## src/rtl/disp_pkg.sv

```systemverilog
// Shared types and constants for the multiplexed 7-segment display scanner.
package disp_pkg;

    // Per-slot phase: all digits dark, then one digit lit.
    typedef enum logic {
        S_BLANK = 1'b0,
        S_SHOW  = 1'b1
    } scan_state_e;

    // Segment patterns, bit order {g,f,e,d,c,b,a}, active-high.
    localparam logic [6:0] SEG_0    = 7'b0111111;
    localparam logic [6:0] SEG_1    = 7'b0000110;
    localparam logic [6:0] SEG_2    = 7'b1011011;
    localparam logic [6:0] SEG_3    = 7'b1001111;
    localparam logic [6:0] SEG_4    = 7'b1100110;
    localparam logic [6:0] SEG_5    = 7'b1101101;
    localparam logic [6:0] SEG_6    = 7'b1111101;
    localparam logic [6:0] SEG_7    = 7'b0000111;
    localparam logic [6:0] SEG_8    = 7'b1111111;
    localparam logic [6:0] SEG_9    = 7'b1101111;
    localparam logic [6:0] SEG_DASH = 7'b1000000;
    localparam logic [6:0] SEG_OFF  = 7'b0000000;

    // True when a nibble is a legal BCD digit.
    function automatic logic is_bcd(input logic [3:0] nib);
        return nib <= 4'd9;
    endfunction

endpackage

```

## src/rtl/bcd_to_7seg.sv

```systemverilog
// Combinational BCD nibble to 7-segment decoder; non-BCD codes show a dash.
module bcd_to_7seg
    import disp_pkg::*;
(
    input  logic [3:0] nibble,
    output logic [6:0] seg
);

    // Table lookup; the default arm covers A..F.
    always_comb begin
        case (nibble)
            4'd0:    seg = SEG_0;
            4'd1:    seg = SEG_1;
            4'd2:    seg = SEG_2;
            4'd3:    seg = SEG_3;
            4'd4:    seg = SEG_4;
            4'd5:    seg = SEG_5;
            4'd6:    seg = SEG_6;
            4'd7:    seg = SEG_7;
            4'd8:    seg = SEG_8;
            4'd9:    seg = SEG_9;
            default: seg = SEG_DASH;
        endcase
    end

endmodule

```

## src/rtl/display_scan_controller.sv

```systemverilog
// Scans NUM_DIGITS common-cathode digits through one shared decoder, with
// anti-ghosting blanking per slot and a frame-synchronous double buffer.
module display_scan_controller
    import disp_pkg::*;
#(
    parameter int NUM_DIGITS   = 4,
    parameter int REFRESH_DIV  = 50000,
    parameter int BLANK_CYCLES = 2
) (
    input  logic                    clk,
    input  logic                    rst,
    input  logic                    load,
    input  logic [4*NUM_DIGITS-1:0] value_in,
    input  logic                    lz_suppress,
    output logic [6:0]              seg_out,
    output logic [NUM_DIGITS-1:0]   digit_en,
    output logic                    pending,
    output logic                    frame_done,
    output logic                    bcd_err
);

    localparam int VAL_W = 4 * NUM_DIGITS;
    localparam int CNT_W = (REFRESH_DIV > 1) ? $clog2(REFRESH_DIV) : 1;
    localparam int IDX_W = (NUM_DIGITS > 1) ? $clog2(NUM_DIGITS) : 1;

    localparam logic [CNT_W-1:0] SLOT_LAST  = CNT_W'(REFRESH_DIV - 1);
    localparam logic [CNT_W-1:0] BLANK_LAST = CNT_W'((BLANK_CYCLES > 0) ? BLANK_CYCLES - 1 : 0);
    localparam logic [IDX_W-1:0] IDX_LAST   = IDX_W'(NUM_DIGITS - 1);

    // With no blanking configured the FSM never visits S_BLANK, not even out of reset.
    localparam scan_state_e SLOT_START = (BLANK_CYCLES > 0) ? S_BLANK : S_SHOW;

    scan_state_e        state_q,      state_d;
    logic [IDX_W-1:0]   idx_q,        idx_d;
    logic [CNT_W-1:0]   cnt_q,        cnt_d;
    logic [VAL_W-1:0]   display_q,    display_d;
    logic [VAL_W-1:0]   shadow_q,     shadow_d;
    logic               pending_q,    pending_d;
    logic [6:0]         seg_q,        seg_d;
    logic [NUM_DIGITS-1:0] en_q,      en_d;
    logic               frame_done_q, frame_done_d;
    logic               bcd_err_q,    bcd_err_d;

    logic               slot_end;
    logic               boundary;
    logic [3:0]         cur_nibble;
    logic               upper_zero;
    logic               lz_blank;
    logic [6:0]         dec_seg;
    logic               take_update;

    // True when every nibble of v is a legal BCD digit.
    function automatic logic all_bcd(input logic [VAL_W-1:0] v);
        logic ok;
        ok = 1'b1;
        for (int i = 0; i < NUM_DIGITS; i++) begin
            if (!is_bcd(v[4*i +: 4])) ok = 1'b0;
        end
        return ok;
    endfunction

    assign slot_end = (cnt_q == SLOT_LAST);
    assign boundary = slot_end && (idx_q == IDX_LAST);

    // Slot counter, digit index and blank/show state sequencing.
    always_comb begin
        // NOTE: every signal written here gets a default first, so no path can infer a latch.
        state_d = state_q;
        idx_d   = idx_q;
        cnt_d   = cnt_q + CNT_W'(1);
        if (slot_end) begin
            cnt_d   = '0;
            state_d = SLOT_START;
            idx_d   = (idx_q == IDX_LAST) ? '0 : idx_q + IDX_W'(1);
        end else if (state_q == S_BLANK && cnt_q == BLANK_LAST) begin
            state_d = S_SHOW;
        end
    end

    // Select the current digit's nibble and decide whether it is a suppressed leading zero.
    always_comb begin
        cur_nibble = '0;
        upper_zero = 1'b1;
        for (int i = 0; i < NUM_DIGITS; i++) begin
            if (idx_q == IDX_W'(i)) cur_nibble = display_q[4*i +: 4];
            if (IDX_W'(i) >= idx_q && display_q[4*i +: 4] != 4'd0) upper_zero = 1'b0;
        end
        lz_blank = lz_suppress && (idx_q != '0) && upper_zero;
    end

    bcd_to_7seg u_dec (
        .nibble (cur_nibble),
        .seg    (dec_seg)
    );

    // Next values of the registered pin drivers.
    always_comb begin
        seg_d        = SEG_OFF;
        en_d         = '0;
        frame_done_d = boundary;
        if (state_q == S_SHOW && !lz_blank) begin
            seg_d = dec_seg;
            for (int i = 0; i < NUM_DIGITS; i++) begin
                en_d[i] = (idx_q == IDX_W'(i));
            end
        end
    end

    // Double buffer: loads land in the shadow, the display copies it only at a frame boundary.
    always_comb begin
        shadow_d    = shadow_q;
        display_d   = display_q;
        pending_d   = pending_q;
        bcd_err_d   = bcd_err_q;
        take_update = 1'b0;
        if (load) begin
            shadow_d  = value_in;
            pending_d = 1'b1;
        end
        if (boundary) begin
            if (load) begin
                display_d   = value_in;
                pending_d   = 1'b0;
                take_update = 1'b1;
            end else if (pending_q) begin
                display_d   = shadow_q;
                pending_d   = 1'b0;
                take_update = 1'b1;
            end
        end
        if (take_update) bcd_err_d = !all_bcd(display_d);
    end

    // State and data registers with synchronous reset.
    always_ff @(posedge clk) begin
        // NOTE: non-blocking assignments so every flop samples pre-edge values regardless of order.
        if (rst) begin
            state_q      <= SLOT_START;
            idx_q        <= '0;
            cnt_q        <= '0;
            // NOTE: display/shadow are ordinary registers, reset so the panel starts on a defined 0.
            display_q    <= '0;
            shadow_q     <= '0;
            pending_q    <= 1'b0;
            seg_q        <= SEG_OFF;
            en_q         <= '0;
            frame_done_q <= 1'b0;
            bcd_err_q    <= 1'b0;
        end else begin
            state_q      <= state_d;
            idx_q        <= idx_d;
            cnt_q        <= cnt_d;
            display_q    <= display_d;
            shadow_q     <= shadow_d;
            pending_q    <= pending_d;
            seg_q        <= seg_d;
            en_q         <= en_d;
            frame_done_q <= frame_done_d;
            bcd_err_q    <= bcd_err_d;
        end
    end

    assign seg_out    = seg_q;
    assign digit_en   = en_q;
    assign pending    = pending_q;
    assign frame_done = frame_done_q;
    assign bcd_err    = bcd_err_q;

endmodule
```

## config.mk

```make
export PLATFORM = sky130hd
export DESIGN_NAME = display_scan_controller
export DESIGN_NICKNAME = d
export VERILOG_FILES = /design/src/rtl/disp_pkg.sv /design/src/rtl/bcd_to_7seg.sv /design/src/rtl/display_scan_controller.sv
export SDC_FILE = /design/constraint.sdc
export NUM_CORES = 1
export LEC_CHECK = 0
export ABC_AREA = 1
export ABC_CLOCK_PERIOD_IN_PS = 2000
export BUFFER_PORTS_ARGS = -buffer_cell sky130_fd_sc_hd__buf_2
export CAP_MARGIN = 40
export CORE_AREA = 2 2 86 121
export CTS_CLUSTER_SIZE = 25
export DETAILED_ROUTE_END_ITERATION = 12
export DIE_AREA = 0 0 88 123
export GPL_ROUTABILITY_DRIVEN = 0
export HOLD_SLACK_MARGIN = 0.12
export PLACE_DENSITY = 0.6
export SLEW_MARGIN = 20
export SYNTH_ARGS = -nofsm -noshare
export SYNTH_HDL_FRONTEND = slang
export SYNTH_SLANG_ARGS = --single-unit
```

## constraint.sdc

```tcl
create_clock -name clk -period 2 [get_ports clk]
set_input_delay 0.3 -clock clk [delete_from_list [all_inputs] [get_ports clk]]
set_output_delay 0.3 -clock clk [all_outputs]
set_load 0.005 [all_outputs]
```

# == After elaboration in Yosys (flattened, before gate mapping) ==
# Memories as Yosys holds them, arrays and structs flattened. A register that Yosys moved wholly into a read port is not among the register bits.
# Index checks and enable logic that the tools add are counted.
# totals
inputBits,20
mem_count,1
mem_bits_rw,0
output_inout_bits,14
elab_cells,70
rom_bits,112
regBits,58
latchBits,0
# mem_list
memory,depth,word_bits,rd,rd_clocked_by_memory_dff,write_ports,line,rtl
(no name shown),16,7,1,1,0,bcd_to_7seg.sv:11,case (nibble)
# op_classes
n_div,0
reduce_logical,19
bitwise_logic,2
add_sub_neg,2
magnitude_cmp,8
shifts,0
n_eq_ne,5
mul,0
muxes,24
# ops
cell,count
$mux W16,3
$add A16 B1 Y16 const B,1
$eq A16 B1 Y1 const B,1
$eq A16 B16 Y1 const B,1
$le A4 B4 Y1 const B,4
$mux W1,16
$mux W4,4
$reduce_bool A4 Y1,4
$logic_and A1 B1 Y1,9
$eq A2 B2 Y1 const B,2
$ge A1 B2 Y1 const A,2
$ge A2 B2 Y1 const A,2
$reduce_or A2 Y1,2
$add A2 B1 Y2 const B,1
$eq A2 B1 Y1 const B,1
$logic_not A1 Y1,2
$logic_not A2 Y1,1
$mux W2,1
$not A1 Y1,2
$reduce_bool A2 Y1,1

# == Longest topological paths before layout ==
# Gate-level depths: netlist of run 1.
# depth
ltp_word,11
depth_mapped,14
depth_no_buf,14

# == Modules after synthesis ==
# A second synthesis of run 1 with hierarchy kept.
# hier_totals
hier_cells,474
hier_area_um2,3318.2
# by_module_without_submodules
mod,instances,area_per_inst_um2,cells_per_inst,seq_area_each_um2
display_scan_controller,1,3125.5,438,1301.2
bcd_to_7seg,1,192.7,36,0.0

# == Worst setup path after synthesis of run 1 ==
# Ideal clock, no wire load.
# synth_path
path_type,reg2reg
startpoint,register idx_q[0]
endpoint,register seg_q[5] (netlist: seg_out[5])
stages_incl_launch_ff,12
arrival_ns,1.872
setup_slack_ns,0.053
path_cell_list,dfxtp_1 -> inv_1 -> ha_1 -> nand3_1 -> o21ai_0 -> o21ai_0 -> o21ai_0 -> ha_1 -> or2_2 -> nand2_1 -> nand2_1 -> a21oi_1
# synth_via
elab_chain_cells,11
# synth_rtl
element,line,rtl
start: declaration,display_scan_controller.sv:34,"logic [IDX_W-1:0] idx_q, idx_d;"
start signal: assignment,display_scan_controller.sv:151,idx_q <= idx_d;
$ge A1 B2 Y1,display_scan_controller.sv:86,if (IDX_W'(i) >= idx_q && display_q[4*i +: 4] != 4'd0) upper_zero = 1'b0;
$logic_and A1 B1 Y1,display_scan_controller.sv:86,
$mux W1 (4 in series),display_scan_controller.sv:86,
$logic_and A1 B1 Y1,display_scan_controller.sv:88,lz_blank = lz_suppress && (idx_q != '0) && upper_zero;
$logic_not A1 Y1,display_scan_controller.sv:101,if (state_q == S_SHOW && !lz_blank) begin
$logic_and A1 B1 Y1,display_scan_controller.sv:101,
$not A1 Y1 (no source line),n/a,
$reduce_or A2 Y1 (no source line),n/a,
end: declaration,display_scan_controller.sv:39,"logic [6:0] seg_q, seg_d;"
# Parallel ways exist; a longest one is shown, timed or not.
# A chain may end at the register's enable or synchronous reset.

# == Final worst setup path of run 1 ==
# Same ends and word-level chain as after synthesis.

==> results of run 1 <==
-- kinds of logic after synthesis --
| group | share of synthesized area, % |
|---|---|
| adder cells (fa/ha/maj) | 4.88 |
| flip-flops | 39.1 |
| buffers and inverters | 7.36 |
| AND/OR/NAND/NOR | 33.1 |
| XOR/XNOR | 0.526 |
| AO/OA/AOI/OAI | 15.1 |
-- synthesized netlist by cell type (2+ instances only) --
cell type | number | area [sq um]
dfxtp_1 | 65 | 1300
o211ai_1 | 2 | 15.0
nand2_1 | 140 | 526
o21ai_0 | 24 | 120
nand3_2 | 3 | 30.0
inv_1 | 44 | 165
ha_1 | 13 | 163
inv_2 | 3 | 11.3
nand3_1 | 23 | 115
clkbuf_1 | 5 | 18.8
nor3_1 | 6 | 30.0
o21ai_2 | 2 | 17.5
nor3b_1 | 4 | 30.0
nor2_2 | 7 | 43.8
nor2_4 | 4 | 45.0
o21ai_1 | 3 | 15.0
nand2_2 | 6 | 37.5
a21boi_0 | 5 | 37.5
a31oi_1 | 3 | 18.8
nand4_1 | 4 | 25.0
nor2_1 | 30 | 113
a21oi_1 | 48 | 240
o31ai_1 | 3 | 22.5
nor4_1 | 4 | 25.0
buf_2 | 7 | 35.0
-- what timing repair did --
item                                    CTS  global route
resized for setup                         3            29
endpoints found under the setup margin    6            10
pin swaps                                 0             5
setup buffers                             1             1
-- state kept, by name (all words and copies together), names as in the netlist --
name / flops
cnt_q: 16
display_q: 16
shadow_q: 16
seg_out: 7
digit_en: 4
idx_q: 2
bcd_err: 1
frame_done: 1
pending: 1
state_q: 1
-- cell type report --
class                           instances  share of cell area [%]
Clock buffer                           12                    6.45
Clock inverter                          2                   0.909
Inverter                               48                    4.45
Multi-Input combinational cell        345                    44.7
Sequential cell                        65                    31.6
Tap cell                              135                    4.09
Timing Repair Buffer                   53                    7.73
-- power by group --
group	internal, uW	switching [uW]	leakage [uW]
clock network	1050	540	0.000147
logic	62.8	96.6	0.00110
registers	1330	18.1	0.000530
total	2440	655	0.00178
-- worst max path at each step --
| stage | cells past startpoint | start | end |
|---|---|---|---|
| global placement | 11 | idx_q[0] | seg_out[5] |
| finish | 11 | idx_q[0] | seg_out[5] |
| floorplan | 11 | idx_q[0] | seg_out[5] |
| detailed placement | 11 | idx_q[0] | seg_out[5] |
| CTS | 11 | idx_q[1] | seg_out[3] |
| global route | 11 | idx_q[0] | seg_out[5] |
-- per-stage QoR --
step	worst slack [ns]	instances
floorplan	0.0535	472
global placement	-0.0195	644
detailed placement	-0.0260	644
CTS	0.0578	659
global route	-0.0102	660
finish	0.166	660
-- worst max-delay path, cell delays in order (launching register included) --
cell     delay [ns]
dfxtp_4        0.37
inv_1          0.08
ha_2           0.20
nand3_1        0.08
o21ai_0        0.08
o21ai_1        0.17
o21ai_2        0.10
ha_1           0.17
or2_2          0.30
nand2_1        0.06
nand2_1        0.04
a21oi_1        0.10
-- routing by layer --
layer / track usage (%) / wire, um
met1: 19.0 / 3420
met2: 28.2 / 4270
met3: 4.07 / 260
met4: 8.56 / 252
met5: 0 / 0
-- cells in the final DEF, fill, tap and decap left out, types with 2 or more instances in the layout --
cell        instances
ha_2                5
nand2_2             7
nand2_1           139
clkbuf_16           9
nand3_1            22
o21ai_0            17
nand4_1             4
nor2_2              7
inv_1              41
inv_2               6
buf_4              19
nor2_1             27
o211ai_1            2
nand3_4             2
o21ai_1             7
a21boi_0            5
o21ai_2             5
nor2_4              7
dfxtp_1            63
o31ai_1             3
a31oi_1             3
clkbuf_8            3
clkinvlp_4          2
nand3_2             3
nor4_1              4
a21oi_1            48
nor3b_1             4
buf_2              33
nor3_1              6
ha_1                8
==> results.yml, run 1 <==
power_and_ir_drop:
  cellPowerDensity_nw_per_um2: 751
  power_uw: 3100
  ir_drop_v: 0.000410
  p_leak_uw: 0.00178
cells_and_area:
  area_growth_pct: 23.9
  drive_gt1_share_pct: 22.3
  final_area_sq_um: 4130
  nFillCells: 1004
  regArea_sq_um: 1310
  postLayoutCoreUtil_pct: 42.4
  multiInputGateArea_sq_um: 1850
  fin_nets: 555
  antenna_cells: 0
clock_network:
  numClockSinks: 65
  htreeDepth: 3
  clk_pin_slew_worst_paths_ns: 0.05
  ctsHoldBuffers: 0
  clockRootBuffer: "clkbuf_16"
  clk_latency_ns: 0.33
  tritoncts: "built"
  clockBufferDepth: 2
  cts_buffers: 9
worst_setup_path:
  crit_fanout: 5
  r2r_setup_slack_ns: 0.17
  r2r_start: "idx_q[0]"
  worstSetupEndpointType: "flop"
  cp-start-kind: "flop"
  cp_data_arrival_time_ns: 2.09
  r2r_cells: 11
  r2r_end: "seg_out[5]"
  crit_type: "reg -> reg"
  cp_data_required_time_ns: 2.25
synth:
  ys_seq_area_share_pct: 39.1
  synth_async_sr_flop_share_pct: 0
  synth_cell_type_count: 39
  syn-cell-area_sq_um: 3330
  netlist_instances: 472
  synth_edf_count: 0
  synth_nets: 505
  ys_seq_elements: 65
  yosys_warnings: 0
  ys.flop_type: "dfxtp_1"
  syn_avg_cell_area_sq_um: 7.06
sta:
  min_period_ns: 1.83
  maxSlewViolCount: 0
  slew_headroom_pct: 71.4
  hold_viol_final: 0
  tightest_slew_ns: 0.429
  hold_slack_ns: 0.250
  setup_violations: 0
  fmax_mhz: 545
  fin_skew_ns: 0.00867
  setup-tns-final_ns: 0
  timing.final.crit_share_pct: 91.7
routing:
  drt_wl_total_mm: 8.21
  antenna_left: 0
  wl_per_cell_um: 12.4
  viasPerCell: 4.79
  drtIter0Drc: 113
  drc_errors: 0
  vias: 3164
  first_pass_iters: 4
floorplan:
  core-area_sq_um: 9740
  start_util_pct: 34.2
  rows: 43
  ios: 34
  die_w_um: 88
  die_h_um: 123
  die_area_sq_um: 10800
placed_design:
  hpwlAfterDp_mm: 6.18
  placed_area_sq_um: 3740
  io_buffers: 33
run_status:
  status: "finished clean"
min_path:
  hold-path-cell-count: 3
  hold_end: "shadow_q[14]"
  hp-start: "value_in[14]"
  hp-class: "in -> reg"
global_route:
  grt_pass1_wl_mm: 14.0
  antenna_found_initial: 0
  grt-ovfl-total: 0
  grt_pass1_vias: 3123
  grt_max_degree: 36
  grt_usage_pct: 16.6
run:
  maxCapViolations: 0
Power figures use the tool's default switching activity.
==> run 2: changes to the inputs <==
--- a/config.mk
+++ b/config.mk
@@ -5,14 +5,13 @@
 export SDC_FILE = /design/constraint.sdc
 export NUM_CORES = 1
 export LEC_CHECK = 0
-export ABC_AREA = 1
 export ABC_CLOCK_PERIOD_IN_PS = 2000
 export BUFFER_PORTS_ARGS = -buffer_cell sky130_fd_sc_hd__buf_2
 export CAP_MARGIN = 40
-export CORE_AREA = 2 2 86 121
+export CORE_AREA = 2 2 82 115
 export CTS_CLUSTER_SIZE = 25
 export DETAILED_ROUTE_END_ITERATION = 12
-export DIE_AREA = 0 0 88 123
+export DIE_AREA = 0 0 84 117
 export GPL_ROUTABILITY_DRIVEN = 0
 export HOLD_SLACK_MARGIN = 0.12
 export PLACE_DENSITY = 0.6
==> run 2 against run 1 <==
Sequential share of layout area decreased by 2.0 points. Global-route usage increased by 0.35 points. Worst setup slack got worse by 0.49 ns. Fmax shrank 21%. The run now ends with negative setup slack left.
==> results.yml, run 2 <==
routing:
  vias: 2765
  wl_per_cell_um: 14.6
  drtIter0Drc: 125
  first_pass_iters: 4
  drt_wl_total_mm: 8.03
  drc_errors: 0
  antenna_left: 0
  viasPerCell: 5.03
sta:
  rsz0062_at_grt: "true"
  maxSlewViolCount: 0
  hold_slack_ns: 0.223
  tightest_slew_ns: 0.411
  slew_headroom_pct: 72.4
  setup-tns-final_ns: -1.14
  hold_viol_final: 0
  fin_skew_ns: 0.00572
  timing.final.crit_share_pct: 116
  fmax_mhz: 431
  min_period_ns: 2.32
  setup_slack_ns: -0.322
  setup_violations: 15
worst_setup_path:
  r2r_end: "bcd_err"
  worstSetupEndpointType: "flop"
  crit_type: "reg -> reg"
  r2r_cells: 9
  cp-start-kind: "flop"
  cp_data_required_time_ns: 2.22
  cp_data_arrival_time_ns: 2.54
  r2r_start: "cnt_q[12]"
  crit_fanout: 8
  crit_end: "bcd_err"
  cp-startpoint: "cnt_q[12]"
  r2r_setup_slack_ns: -0.32
cells_and_area:
  antenna_cells: 0
  final_cell_mix: "nor2_1 (66), dfxtp_1 (63), buf_4 (54)"
  fin_cells: 550
  mostFrequentLayoutCell: "nor2_1"
  area_growth_pct: 47.3
  drive_gt1_share_pct: 38.6
  postLayoutCoreUtil_pct: 49.8
  fin_nets: 471
  reg.largest.list: "cnt_q x16, display_q x16, shadow_q x16"
synth:
  synth_common_cells: "nor2_1 (68), dfxtp_1 (65), a21oi_1 (27), o22ai_1 (17), mux2i_1 (16)"
  synth_area_leaders: "dfxtp_1 (43%), nor2_1 (8.5%), ha_1 (5.4%)"
  ys.flop_type: "dfxtp_1"
  yosysMostFrequentCell: "nor2_1"
  yosys.area.top_type_share_pct: 43.4
  syn-cell-area_sq_um: 3000
  synth_async_sr_flop_share_pct: 0
  yosys_warnings: 0
  synth_edf_count: 0
  synth_cell_type_count: 42
  ys_seq_elements: 65
  synth_top_area_cell: "dfxtp_1"
  netlist_instances: 347
  syn_avg_cell_area_sq_um: 8.64
  synth_nets: 380
  ys_seq_area_share_pct: 43.4
clock_network:
  clockRootBuffer: "clkbuf_16"
  numClockSinks: 65
  clk_pin_slew_worst_paths_ns: 0.06
  ctsHoldBuffers: 0
  tritoncts: "built"
  htreeDepth: 3
  cts_buffers: 9
  clockBufferDepth: 2
  clk_latency_ns: 0.34
power_and_ir_drop:
  p_comb_share_pct: 5.6
  p_leak_uw: 0.00190
  p_int_uw: 2740
  netSwitchingPower_uw: 700
  cellPowerDensity_nw_per_um2: 778
  clkPwrFrac_pct: 55.1
  seq_power_share_pct: 39.2
  switching_share_pct: 20.4
  ir_drop_v: 0.000477
floorplan:
  die_w_um: 84
  die_h_um: 117
  core-area_sq_um: 8870
  start_util_pct: 33.8
  die_area_sq_um: 9830
  ios: 34
  rows: 41
min_path:
  hp-class: "in -> reg"
placed_design:
  hpwlAfterDp_mm: 5.71
  dp_slack_ns: -0.225
  io_buffers: 33
  post-place-cells: 524
global_route:
  grt_pass1_wl_mm: 12.8
  grt_usage_pct: 16.9
  grt_pass1_vias: 2721
  antenna_found_initial: 0
  grt_max_degree: 17
  grt-ovfl-total: 0
run_status:
  violations: "negative setup slack"
  status: "finished with violations"
run:
  maxCapViolations: 0
-- run 2: cell count changes in the layout (fill, tap and decap cells not counted), moves of 16 or more --
cell,previous run,this run
mux2i_1,0,16
buf_4,19,54
inv_1,41,8
a21oi_1,48,19
nand2_1,139,12
nor2_1,27,66
-- run 2: critical path, cell delays in order, from the launching register on --
cell	delay, ns
dfxtp_1	0.30
or4_4	0.57
nor4b_4	0.36
buf_4	0.18
nand3_4	0.14
o22ai_2	0.14
a21o_1	0.13
a21oi_1	0.06
a211oi_2	0.20
a31oi_1	0.10
-- run 2: cell type report --
| cell class | instances | area, sq um |
|---|---|---|
| Sequential cell | 65 | 1310 |
| Clock buffer | 12 | 267 |
| Tap cell | 107 | 134 |
| Inverter | 13 | 53.8 |
| Clock inverter | 4 | 97.6 |
| Fill cell | 827 | 4460 |
| Timing Repair Buffer | 97 | 687 |
| Multi-Input combinational cell | 252 | 1870 |
-- run 2: logic make-up after synthesis --
group	share of synthesized area (%)
AND/OR/NAND/NOR	22.5
flip-flops	43.4
buffers and inverters	3.88
AO/OA/AOI/OAI	15.3
multiplexers	5.72
adder cells (fa/ha/maj)	5.42
XOR/XNOR	3.80
-- run 2: worst min-delay path by stage --
stage	startpoint	endpoint	slack [ns]	cells after the start
floorplan	cnt_q[0]	cnt_q[0]	0.43	1
global placement	shadow_q[8]	shadow_q[8]	0.47	2
detailed placement	display_q[0]	display_q[0]	0.48	1
CTS	value_in[15]	shadow_q[15]	0.22	3
global route	value_in[15]	shadow_q[15]	0.23	3
finish	value_in[15]	shadow_q[15]	0.22	3
-- run 2: power by group through the flow --
stage	Clock, uW	Sequential, uW	Combinational (uW)
after floorplan	0	1370	109
after global placement	0	1370	184
final	1900	1350	194
after detailed placement	0	1380	188
after global routing	1990	1350	216
after CTS	1930	1350	192
-- run 2: metal layers --
layer	share of wire, %	track usage [%]
met1	41	18.1
met2	52	30.9
met3	3.5	3.65
met4	2.9	9.89
met5	0	0
-- run 2: timing repair --
item | in CTS | in global routing
gates cloned | 0 | 0
resized for setup | 16 | 46
endpoints found under the setup margin | 14 | 36
pin swaps | 6 | 29
setup buffers | 6 | 6
-- run 2: metrics by stage --
stage          total power [uW]  area, sq um
2_1_floorplan              1480         3090
3_3_place_gp               1560         3710
3_5_place_dp               1560         3710
4_1_cts                    3470         4190
5_1_grt                    3560         4420
6_report                   3440         4420
==> run 3: changes to the inputs <==
--- a/config.mk
+++ b/config.mk
@@ -5,7 +5,7 @@
 export SDC_FILE = /design/constraint.sdc
 export NUM_CORES = 1
 export LEC_CHECK = 0
-export ABC_CLOCK_PERIOD_IN_PS = 2000
+export ABC_CLOCK_PERIOD_IN_PS = 2150
 export BUFFER_PORTS_ARGS = -buffer_cell sky130_fd_sc_hd__buf_2
 export CAP_MARGIN = 40
 export CORE_AREA = 2 2 82 115
@@ -14,7 +14,7 @@
 export DIE_AREA = 0 0 84 117
 export GPL_ROUTABILITY_DRIVEN = 0
 export HOLD_SLACK_MARGIN = 0.12
-export PLACE_DENSITY = 0.6
+export PLACE_DENSITY = 0.58
 export SLEW_MARGIN = 20
 export SYNTH_ARGS = -nofsm -noshare
 export SYNTH_HDL_FRONTEND = slang
==> constraint.sdc (replaced) <==
create_clock -name clk -period 2.15 [get_ports clk]
set_input_delay 0.3225 -clock clk [delete_from_list [all_inputs] [get_ports clk]]
set_output_delay 0.3225 -clock clk [all_outputs]
set_load 0.005 [all_outputs]
==> run 3 against run 2 <==
The flow still finishes with violations (negative setup slack). Cell count is 2.0% lower. Routed wire length is 6.5% lower. Global-route usage decreased by 0.88 points. Non-clock buffer count down 11. Register-to-register slack improved by 0.22 ns. Sequential share of layout area up 2.9 points. Core utilization shrank 4.5 points. Fmax rose by 3.2%. Largest cell class unchanged.
==> results.yml, run 3 (synthesized netlist as in run 2, its figures left out) <==
worst_setup_path:
  crit_type: "reg -> reg"
  cp_slowest_cell: "or4_4"
  worstSetupEndpointType: "flop"
  cp_data_arrival_time_ns: 2.47
  cp_slowest_stage_delay_ns: 0.55
  crit_chain: "or4_4 -> buf_6 -> nor4_4 -> nand3_4 -> o22a_1 -> nor2_2 -> o22ai_1 -> a211oi_2 -> a31oi_1"
  crit_fanout: 7
  cp_data_required_time_ns: 2.37
  cp-start-kind: "flop"
routing:
  vias: 2721
  antenna_left: 0
  first_pass_iters: 4
  drtIter0Drc: 135
  drt_wl_total_mm: 7.51
  wl_met2_mm: 3.75
  drc_errors: 0
  viasPerCell: 5.05
  wl_per_cell_um: 13.9
  wl_met3_um: 285
  top_layer_used: "met4"
  wirelength_met1_mm: 3.29
clock_network:
  cts_buffers: 9
  clk_pin_slew_worst_paths_ns: 0.06
  numClockSinks: 65
  htreeDepth: 3
  clk_latency_ns: 0.34
  clockRootBuffer: "clkbuf_16"
  clockBufferDepth: 2
  tritoncts: "built"
placed_design:
  post-place-cells: 520
  dp_slack_ns: -0.112
  placed_area_sq_um: 3610
  io_buffers: 33
  hpwlAfterDp_mm: 5.52
cells_and_area:
  reg.largest.list: "cnt_q x16, display_q x16, shadow_q x16"
  nFillCells: 885
  area_growth_pct: 33.9
  drive_gt1_share_pct: 30.3
  final_area_sq_um: 4020
  antenna_cells: 0
  final_cell_mix: "nor2_1 (65), dfxtp_1 (62), buf_4 (50)"
  postLayoutCoreUtil_pct: 45.3
  mostFrequentLayoutCell: "nor2_1"
  fin_nets: 460
  fin_cells: 539
global_route:
  grt_pass1_wl_mm: 12.3
  grt_pass1_vias: 2661
  grt-ovfl-total: 0
  grt_usage_pct: 16.1
  antenna_found_initial: 0
  grt_max_degree: 21
power_and_ir_drop:
  power_uw: 2780
  p_leak_uw: 0.00175
  cellPowerDensity_nw_per_um2: 692
  ir_drop_v: 0.000572
sta:
  maxSlewViolCount: 0
  setup_violations: 1
  hold_viol_final: 0
  tightest_slew_ns: 0.432
  timing.final.crit_share_pct: 105
  fin_skew_ns: 0.00744
  slew_headroom_pct: 70.9
  fmax_mhz: 445
  min_period_ns: 2.25
  setup_slack_ns: -0.0987
  rsz0062_at_grt: "true"
floorplan:
  start_util_pct: 33.8
  die_area_sq_um: 9830
  rows: 41
  ios: 34
  die_w_um: 84
  core-area_sq_um: 8870
  die_h_um: 117
min_path:
  hp-class: "in -> reg"
run_status:
  status: "finished with violations"
  violations: "negative setup slack"
run:
  maxCapViolations: 0
-- run 3: worst max-delay path: cells and delay by family (launching register included) --
| family | cells | cell delay (ns) |
|---|---|---|
| AO/OA/AOI/OAI | 4 | 0.66 |
| flip-flops | 1 | 0.31 |
| AND/OR/NAND/NOR | 4 | 1.01 |
| buffers and inverters | 1 | 0.14 |
-- run 3: final timing paths --
| kind | from | endpoint | slack, ns | cells after the start |
|---|---|---|---|---|
| worst min-delay path | rst | idx_q[0] | 0.24 | 2 |
| worst max-delay path | cnt_q[11] | bcd_err | -0.1 | 9 |
| worst min register to register | shadow_q[4] | shadow_q[4] | 0.49 | 2 |
| worst max register to register | cnt_q[11] | bcd_err | -0.1 | 9 |
-- run 3: per-layer routing --
layer / track usage (%) / vias up
met1: 18.5 / 1276
met4: 7.53 / 0
li1: - / 1380
met3: 4.84 / 16
met5: 0 / -
met2: 27.6 / 49
-- run 3: power by group --
group	leakage, uW	internal, uW	switching (uW)	total (uW)
clock network	0.000139	836	511	1350
registers	0.000530	1240	17.0	1260
logic	0.00108	80.8	94.4	175
total	0.00175	2160	622	2780
-- run 3: cell type report --
class	instances	area (sq um)	area share (%)
clock buffer	13	260	6.48
tap	107	134	3.33
sequential	65	1310	32.5
inverter	13	48.8	1.21
timing repair buffer	86	574	14.3
multi-input combinational	252	1680	41.8
clock inverter	3	15.0	0.374
-- run 3: what timing repair did --
action	in CTS	in global routing
gates cloned	0	0
endpoints found under the setup margin	4	13
setup buffers	2	1
gates resized for setup	4	23
hold buffers	0	0
pin swaps	1	5
-- run 3: through the flow --
step	setup TNS, ns	hold slack (ns)
5_1_grt	-0.496	0.254
4_1_cts	-0.121	0.236
2_1_floorplan	-0.0584	0.430
6_report	-0.0987	0.242
3_5_place_dp	-0.210	0.479
3_3_place_gp	-0.0750	0.467
